$ cat config.mk
export PLATFORM = sky130hd
export DESIGN_NAME = key_search_scheduler
export DESIGN_NICKNAME = d
export VERILOG_FILES = /design/src/rtl/key_search_scheduler.sv
export SDC_FILE = /design/constraint.sdc
export NUM_CORES = 1
export LEC_CHECK = 0
export ABC_AREA = 1
export ABC_CLOCK_PERIOD_IN_PS = 3400
export CAP_MARGIN = 20
export CELL_PAD_IN_SITES_DETAIL_PLACEMENT = 2
export CELL_PAD_IN_SITES_GLOBAL_PLACEMENT = 2
export CORE_MARGIN = 3
export CORE_UTILIZATION = 30
export CTS_CLUSTER_SIZE = 12
export DETAILED_ROUTE_END_ITERATION = 6
export PLACE_DENSITY_LB_ADDON = 0.1
export SLEW_MARGIN = 5
export SYNTH_ARGS = -nofsm -noshare
export SYNTH_HDL_FRONTEND = slang
export SYNTH_SLANG_ARGS = --single-unit
export TNS_END_PERCENT = 5
$ cat constraint.sdc
create_clock -name clk -period 3.4 [get_ports clk]
set_clock_uncertainty 0.1 [all_clocks]
set_input_delay 0.68 -clock clk [delete_from_list [all_inputs] [get_ports clk]]
set_output_delay 0.68 -clock clk [all_outputs]
set_load 0.05 [all_outputs]
$ cat src/rtl/key_search_scheduler.sv
// key_search_scheduler: dispatches keys 0..KEY_MAX to a bank of decryption
// cores over a start/done/ack handshake, stops on the first successful key,
// drains in-flight cores and reports the result.
// Optional build macro SCHED_ABORT_EN adds the search_abort input.
module key_search_scheduler #(
   parameter int unsigned N_CORES = 4,
   parameter int unsigned KEY_W   = 10,
   parameter int unsigned KEY_MAX = (1 << KEY_W) - 1
) (
   input  logic                       clk,
   input  logic                       reset_n,
   input  logic                       search_start,
`ifdef SCHED_ABORT_EN
   input  logic                       search_abort,
`endif
   output logic                       search_busy,
   output logic                       search_done,
   output logic                       key_found,
   output logic [KEY_W-1:0]           found_key,
   output logic [KEY_W:0]             keys_tried,
   output logic [N_CORES-1:0]         core_start,
   output logic [N_CORES*KEY_W-1:0]   core_key,
   input  logic [N_CORES-1:0]         core_done,
   input  logic [N_CORES-1:0]         core_found,
   output logic [N_CORES-1:0]         core_ack
);

   localparam int unsigned CNT_W = KEY_W + 1;
   localparam logic [CNT_W-1:0] KEY_LAST = CNT_W'(KEY_MAX);

   localparam logic [1:0] S_IDLE  = 2'd0;
   localparam logic [1:0] S_RUN   = 2'd1;
   localparam logic [1:0] S_DRAIN = 2'd2;
   localparam logic [1:0] S_DONE  = 2'd3;

   logic [1:0]               state_q, state_d;
   logic [CNT_W-1:0]         next_key_q, next_key_d;
   logic [N_CORES-1:0]       busy_q, busy_d;
   logic [N_CORES*KEY_W-1:0] core_key_q, core_key_d;
   logic [N_CORES-1:0]       core_start_q, core_start_d;
   logic [N_CORES-1:0]       core_ack_q, core_ack_d;
   logic [CNT_W-1:0]         keys_tried_q, keys_tried_d;
   logic                     key_found_q, key_found_d;
   logic [KEY_W-1:0]         found_key_q, found_key_d;
   logic                     search_busy_q, search_busy_d;
   logic                     search_done_q, search_done_d;

   logic                     abort_c;
   logic                     start_ok_c;
   logic [N_CORES-1:0]       ack_c;
   logic [CNT_W-1:0]         ack_cnt_c;
   logic                     find_c;
   logic [KEY_W-1:0]         win_key_c;
   logic                     picked_c;

   // Abort only matters while dispatching
`ifdef SCHED_ABORT_EN
   assign abort_c = search_abort && (state_q == S_RUN);
`else
   assign abort_c = 1'b0;
`endif

   // Next-state, dispatch, collection and result latching
   always_comb begin
      state_d       = state_q;
      next_key_d    = next_key_q;
      busy_d        = busy_q;
      core_key_d    = core_key_q;
      core_start_d  = '0;
      core_ack_d    = '0;
      keys_tried_d  = keys_tried_q;
      key_found_d   = key_found_q;
      found_key_d   = found_key_q;
      ack_c         = '0;
      ack_cnt_c     = '0;
      find_c        = 1'b0;
      win_key_c     = '0;
      picked_c      = 1'b0;
      start_ok_c    = search_start && ((state_q == S_IDLE) || (state_q == S_DONE));

      // Collect verdicts from every busy core reporting done
      if ((state_q == S_RUN) || (state_q == S_DRAIN)) begin
         for (int i = 0; i < int'(N_CORES); i++) begin
            if (core_done[i] && busy_q[i]) begin
               ack_c[i]  = 1'b1;
               ack_cnt_c = ack_cnt_c + CNT_W'(1);
            end
         end
      end

      // Descending scan so the lowest-index find is the one kept
      for (int i = int'(N_CORES) - 1; i >= 0; i--) begin
         if (ack_c[i] && core_found[i]) begin
            find_c    = 1'b1;
            win_key_c = core_key_q[i*KEY_W +: KEY_W];
         end
      end

      busy_d       = busy_q & ~ack_c;
      core_ack_d   = ack_c;
      keys_tried_d = keys_tried_q + ack_cnt_c;

      if (find_c && !key_found_q) begin
         key_found_d = 1'b1;
         found_key_d = win_key_c;
      end

      // Hand the next key to the lowest-index idle core
      if ((state_q == S_RUN) && (next_key_q <= KEY_LAST) && !find_c && !abort_c) begin
         for (int i = 0; i < int'(N_CORES); i++) begin
            if (!picked_c && !busy_q[i] && !core_done[i]) begin
               picked_c                      = 1'b1;
               core_start_d[i]               = 1'b1;
               busy_d[i]                     = 1'b1;
               core_key_d[i*KEY_W +: KEY_W]  = next_key_q[KEY_W-1:0];
               next_key_d                    = next_key_q + CNT_W'(1);
            end
         end
      end

      case (state_q)
         S_IDLE:  if (search_start) state_d = S_RUN;
         S_RUN:   if (find_c || abort_c || (next_key_q > KEY_LAST)) state_d = S_DRAIN;
         S_DRAIN: if (busy_q == '0) state_d = S_DONE;
         S_DONE:  if (search_start) state_d = S_RUN;
         default: state_d = S_IDLE;
      endcase

      // A new sweep starts from a clean slate
      if (start_ok_c) begin
         key_found_d  = 1'b0;
         found_key_d  = '0;
         keys_tried_d = '0;
         next_key_d   = '0;
         busy_d       = '0;
      end

      search_busy_d = (state_d == S_RUN) || (state_d == S_DRAIN);
      search_done_d = (state_d == S_DONE);
   end

   // State and registered outputs
   always_ff @(posedge clk or negedge reset_n) begin
      if (!reset_n) begin
         state_q       <= S_IDLE;
         next_key_q    <= '0;
         busy_q        <= '0;
         core_key_q    <= '0;
         core_start_q  <= '0;
         core_ack_q    <= '0;
         keys_tried_q  <= '0;
         key_found_q   <= 1'b0;
         found_key_q   <= '0;
         search_busy_q <= 1'b0;
         search_done_q <= 1'b0;
      end else begin
         state_q       <= state_d;
         next_key_q    <= next_key_d;
         busy_q        <= busy_d;
         core_key_q    <= core_key_d;
         core_start_q  <= core_start_d;
         core_ack_q    <= core_ack_d;
         keys_tried_q  <= keys_tried_d;
         key_found_q   <= key_found_d;
         found_key_q   <= found_key_d;
         search_busy_q <= search_busy_d;
         search_done_q <= search_done_d;
      end
   end

   assign search_busy = search_busy_q;
   assign search_done = search_done_q;
   assign key_found   = key_found_q;
   assign found_key   = found_key_q;
   assign keys_tried  = keys_tried_q;
   assign core_start  = core_start_q;
   assign core_key    = core_key_q;
   assign core_ack    = core_ack_q;

endmodule

After elaboration in Yosys (flattened, before gate mapping)
Index checks and enable logic that the tools add are counted.
{"block": "totals", "word_cells": 128, "register_bits": 89, "input_bits": 11, "out_inout_bits": 72}
{"block": "classes", "bitwise": 2, "magnitude_cmp": 2, "addsub": 5, "eq_ne": 6, "n_mux": 52, "reduce_logical": 47}
{"operator": "2-to-1 mux 11 bit", "count": 14}
{"operator": "2-to-1 mux 10 bit", "count": 6}
{"operator": "adder 11 x 1 -> 11 bit, second input constant", "count": 4}
{"operator": "2-to-1 mux 1 bit", "count": 24}
{"operator": "logical AND 1 bit", "count": 19}
{"operator": "2-to-1 mux 4 bit", "count": 4}
{"operator": "zero test 1 bit", "count": 13}
{"operator": "adder 11 bit", "count": 1}
{"operator": "> comparator 11 x 10 -> 1 bit, second input constant", "count": 1}
{"operator": "less-or-equal comparator 11 x 10 -> 1 bit, second input constant", "count": 1}
{"operator": "AND reduction 2 bit", "count": 5}
{"operator": "equality test 2 bit, second input constant", "count": 4}
{"operator": "2-to-1 mux 2 bit", "count": 3}
{"operator": "one-hot mux 2 bit (3 select lines)", "count": 1}
{"operator": "nonzero test 5 bit", "count": 1}
{"operator": "AND 4 bit", "count": 1}
{"operator": "equality test 2 x 1 -> 1 bit, second input constant", "count": 2}
{"operator": "zero test 4 bit", "count": 1}
{"operator": "logical OR 1 bit", "count": 4}
{"operator": "inverter 4 bit", "count": 1}
{"operator": "nonzero test 2 bit", "count": 2}
{"operator": "zero test 2 bit", "count": 1}
{"operator": "OR reduction 2 bit", "count": 1}

Logic depth before layout (Yosys ltp)
{"block": "logic_depth", "depth_word": 27, "depth_mapped": 17}

Least setup slack after synthesis
No wires, ideal clock.
{"block": "synth_timing", "path_type": "input-to-reg", "start": "input core_done[1]", "end": "register keys_tried_q[6], in the netlist keys_tried[6]", "required_time_ps": 3168, "cell_stages": 15, "t_arrival_ps": 2813, "n_path_buf": 0, "path_slack_ps": 355, "cell_sequence": "nand2_1 inv_1 ha_1 xor2_1 inv_1 ha_1 o21ai_0 nor2_1 fa_1 nand3_1 nand3_1 nand2_1 nor2_1 xnor2_1 nor2_1"}
{"block": "synth_between", "elab_chain_len": 11}
{"element": "start, declared", "line": "23", "text": "input logic [N_CORES-1:0] core_done,"}
{"element": "logical AND 1 bit *", "line": "84", "text": "if (core_done[i] && busy_q[i]) begin"}
{"element": "2-to-1 mux 11 bit *", "line": "84"}
{"element": "2-to-1 mux 11 bit *", "line": "82", "text": "if ((state_q == S_RUN) || (state_q == S_DRAIN)) begin"}
{"element": "adder 11 x 1 -> 11 bit", "line": "86", "text": "ack_cnt_c = ack_cnt_c + CNT_W'(1);"}
{"element": "2-to-1 mux 11 bit *", "line": "84"}
{"element": "2-to-1 mux 11 bit *", "line": "82"}
{"element": "adder 11 x 1 -> 11 bit", "line": "86"}
{"element": "2-to-1 mux 11 bit *", "line": "84"}
{"element": "2-to-1 mux 11 bit *", "line": "82"}
{"element": "adder 11 bit *", "line": "101", "text": "keys_tried_d = keys_tried_q + ack_cnt_c;"}
{"element": "2-to-1 mux 11 bit *", "line": "130", "text": "if (start_ok_c) begin"}
{"element": "net keys_tried_d[6]", "line": "42", "text": "logic [CNT_W-1:0] keys_tried_q, keys_tried_d;"}
{"element": "end signal, assigned", "line": "163", "text": "keys_tried_q <= keys_tried_d;"}
{"element": "end, declared", "line": "42"}
The timed path passes the listed nets; every way through them passes the cells marked *. The select of a mux whose other input is x is not followed.
A chain may end at the register's enable or synchronous reset.

Worst setup path after layout
Ends and elaborated chain as after synthesis.

==> results.ini <==
[status]
status=finished clean

[worst_setup_path]
start_kind=input port
cp.buffers_inverters=3
path_cells=clkdlybuf4s50_1 -> nand2_2 -> inv_1 -> ha_1 -> xor2_1 -> inv_1 -> ha_1 -> o21ai_1 -> nor2_1 -> fa_1 -> nand3_1 -> nand3_1 -> nand2_1 -> nor2_2 -> xnor2_1 -> nor2_1
crit_type=in -> reg
crit_family=adder cells
cp.arrival_ns=3.37
critPathCaptureType=flip-flop
cp_max_fo=3
crit_required_ns=3.53
cpPeakStageDelay_ns=0.44
cp_slowest_cell=fa_1

[grt]
grt_max_degree=54
grt_pass1_wl_um=25260
antenna_found_initial=0
grtUsageTotal_pct=19.03
grt-ovfl-total=0
grt_pass1_vias=4690

[flow_run]
maxCapViolCount=0

[cts]
root_buffer=clkbuf_16
cts_made_buffers=9
cts-htree-levels=3
cts_tree=built
worstSkewPairLatency_ns=0.35
clockBufferDepth=2
postCtsHoldBufs=0
clk_pin_slew_ns=0.07
clock_sinks=89

[route]
vias_per_cell=4.881
drt-wirelength-per-cell_um=17.63
drt_wl_total_um=15220
dr_total_vias=4212
drt_iter0_drc=223
ant_nets=0
drc=0
dr.pass1.iters=4

[synth]
syn-num-nets=603
synth_warnings=0
synth-seq-area-share_pct=47.72
synth_area_mm2=0.004667
synth_cell_types=38
postSynthCellCount=577
synthFlopType=dfrtp_1
synthArstFlopShare_pct=100.0
ys_seq_elements=89
synth_edf_count=0
syn_avg_cell_area_um2=8.088

[sta]
finalCritPeriodShare_pct=95.44
max_clock_freq_mhz=308.2
worstMarginPinSlew_ns=0.7144
drv_slew=0
hold_violations=0
slew_headroom_pct=52.11
finalSetupViolCount=0
final.setup.tns_ns=0
rsz0062_at_grt=yes
whs_ns=0.2760
period_needed_ns=3.245

[power]
peakVddDrop_v=0.0002945
pwr_density_cell_mw_per_mm2=746.7
p_int_uw=2593
comb_power_share_pct=43.6
total_power_uw=4603
p_clk_share_pct=25.8
leakagePower_uw=0.002909
pwr-share-seq_pct=30.6
switching_share_pct=43.67
switchingPower_uw=2010

[cells_and_area]
layout_commonest_cell=nand2_1
drive_gt1_share_pct=12.67
design_area_mm2=0.006165
n_antenna_cell=0
nets=700
final_cell_mix=149 x nand2_1, 89 x dfrtp_1, 81 x clkdlybuf4s50_1
area_growth_pct=32.09
fin_cells=863

[placed_design]
io_buffers=82
dp.cells=844
dp_hpwl_um=11380
dpl_cell_area_mm2=0.005769
gp_congestion=0.8366

[die]
io_pins=83
start_util_pct=31.40
fp-row-count=44
coreArea_mm2=0.01486
die_x_um=130.7
dieArea_mm2=0.01709
die_h_um=130.7

[min_path]
hold_path.class=in -> async

## metal layers
metal | global-route usage, % | part of all wire, % | vias up
li1 | - | - | 2055
met1 | 25.04 | 47 | 2091
met2 | 32.54 | 50 | 56
met3 | 2.358 | 2.2 | 10
met4 | 6.231 | 1.0 | 0
met5 | 0 | 0 | -
## power groups by stage
| stage | logic, µW | clock network [µW] | registers, µW |
|---|---|---|---|
| final | 2010 | 1190 | 1410 |
| after global routing | 2220 | 1270 | 1440 |
| after CTS | 2030 | 1220 | 1420 |
| after detailed placement | 2000 | 0 | 1430 |
| after global placement | 1940 | 0 | 1420 |
| after floorplan | 897 | 0 | 1830 |
## area by class of cell
type / count / area, µm²
Clock buffer: 10 / 239.0
Timing Repair Buffer: 104 / 996.0
Multi-Input combinational cell: 412 / 2140
Sequential cell: 89 / 2227
Tap cell: 184 / 230.2
Clock inverter: 6 / 115.1
Inverter: 58 / 217.7
Fill cell: 1691 / 8700
## cell families (layout without fill, tap and decap cells)
family / after synthesis / in the layout / synth area share [%]
other: 1 / 1 / 0.08035
xor gates and xnor gates: 6 / 6 / 1.126
buffers and inverters: 76 / 178 / 6.836
adders and majority gates: 15 / 15 / 4.182
DFF: 89 / 89 / 47.72
and+or+nand+nor: 294 / 294 / 29.06
AOI/OAI and AO/OA: 96 / 96 / 10.99
## Yosys cell counts, drive strengths merged, types with 2 or more instances
master | count | area share, %
a211oi | 2 | 0.32
a21oi | 25 | 2.7
buf | 13 | 1.8
clkbuf | 5 | 0.40
dfrtp | 89 | 48
ha | 14 | 3.8
inv | 57 | 4.6
nand2 | 158 | 13
nand3 | 43 | 4.8
nand4 | 10 | 2.4
nor2 | 68 | 6.4
nor3 | 3 | 0.43
nor3b | 2 | 0.32
o21ai | 66 | 7.5
or2 | 10 | 1.3
xor2 | 5 | 0.94
## worst paths after layout
path,from,to,slack [ns],cells past startpoint
setup / recovery,core_done[1],keys_tried[6],0.16,16
hold / removal,reset_n,search_done,0.28,1
setup reg to reg,busy_q[1],keys_tried[6],0.48,15
hold reg to reg,found_key[6],found_key[6],0.38,2
max in group asynchronous,reset_n,next_key_q[4],2.25,2
min in group clk,found_key[6],found_key[6],0.38,2
## through the flow
stage          utilization [%]  setup WS (ns)
2_1_floorplan                -         0.3549
3_3_place_gp             38.81        -0.1323
3_5_place_dp             38.81        -0.2737
4_1_cts                  41.20        0.08106
5_1_grt                  41.47       -0.03209
6_report                 41.47         0.1552
## flip-flops by register name, indices dropped and copies added, names as in the netlist
register     count
core_ack         4
search_busy      1
core_key        40
key_found        1
state_q          2
search_done      1
keys_tried      11
found_key       10
core_start       4
next_key_q      11
busy_q           4
## repair_timing
item	4_1_cts	5_1_grt
gates resized for setup	0	7
setup endpoints to repair	0	6
setup buffers	0	3
hold endpoints to repair	0	0
Note: power is estimated with default switching activity, not from simulation.
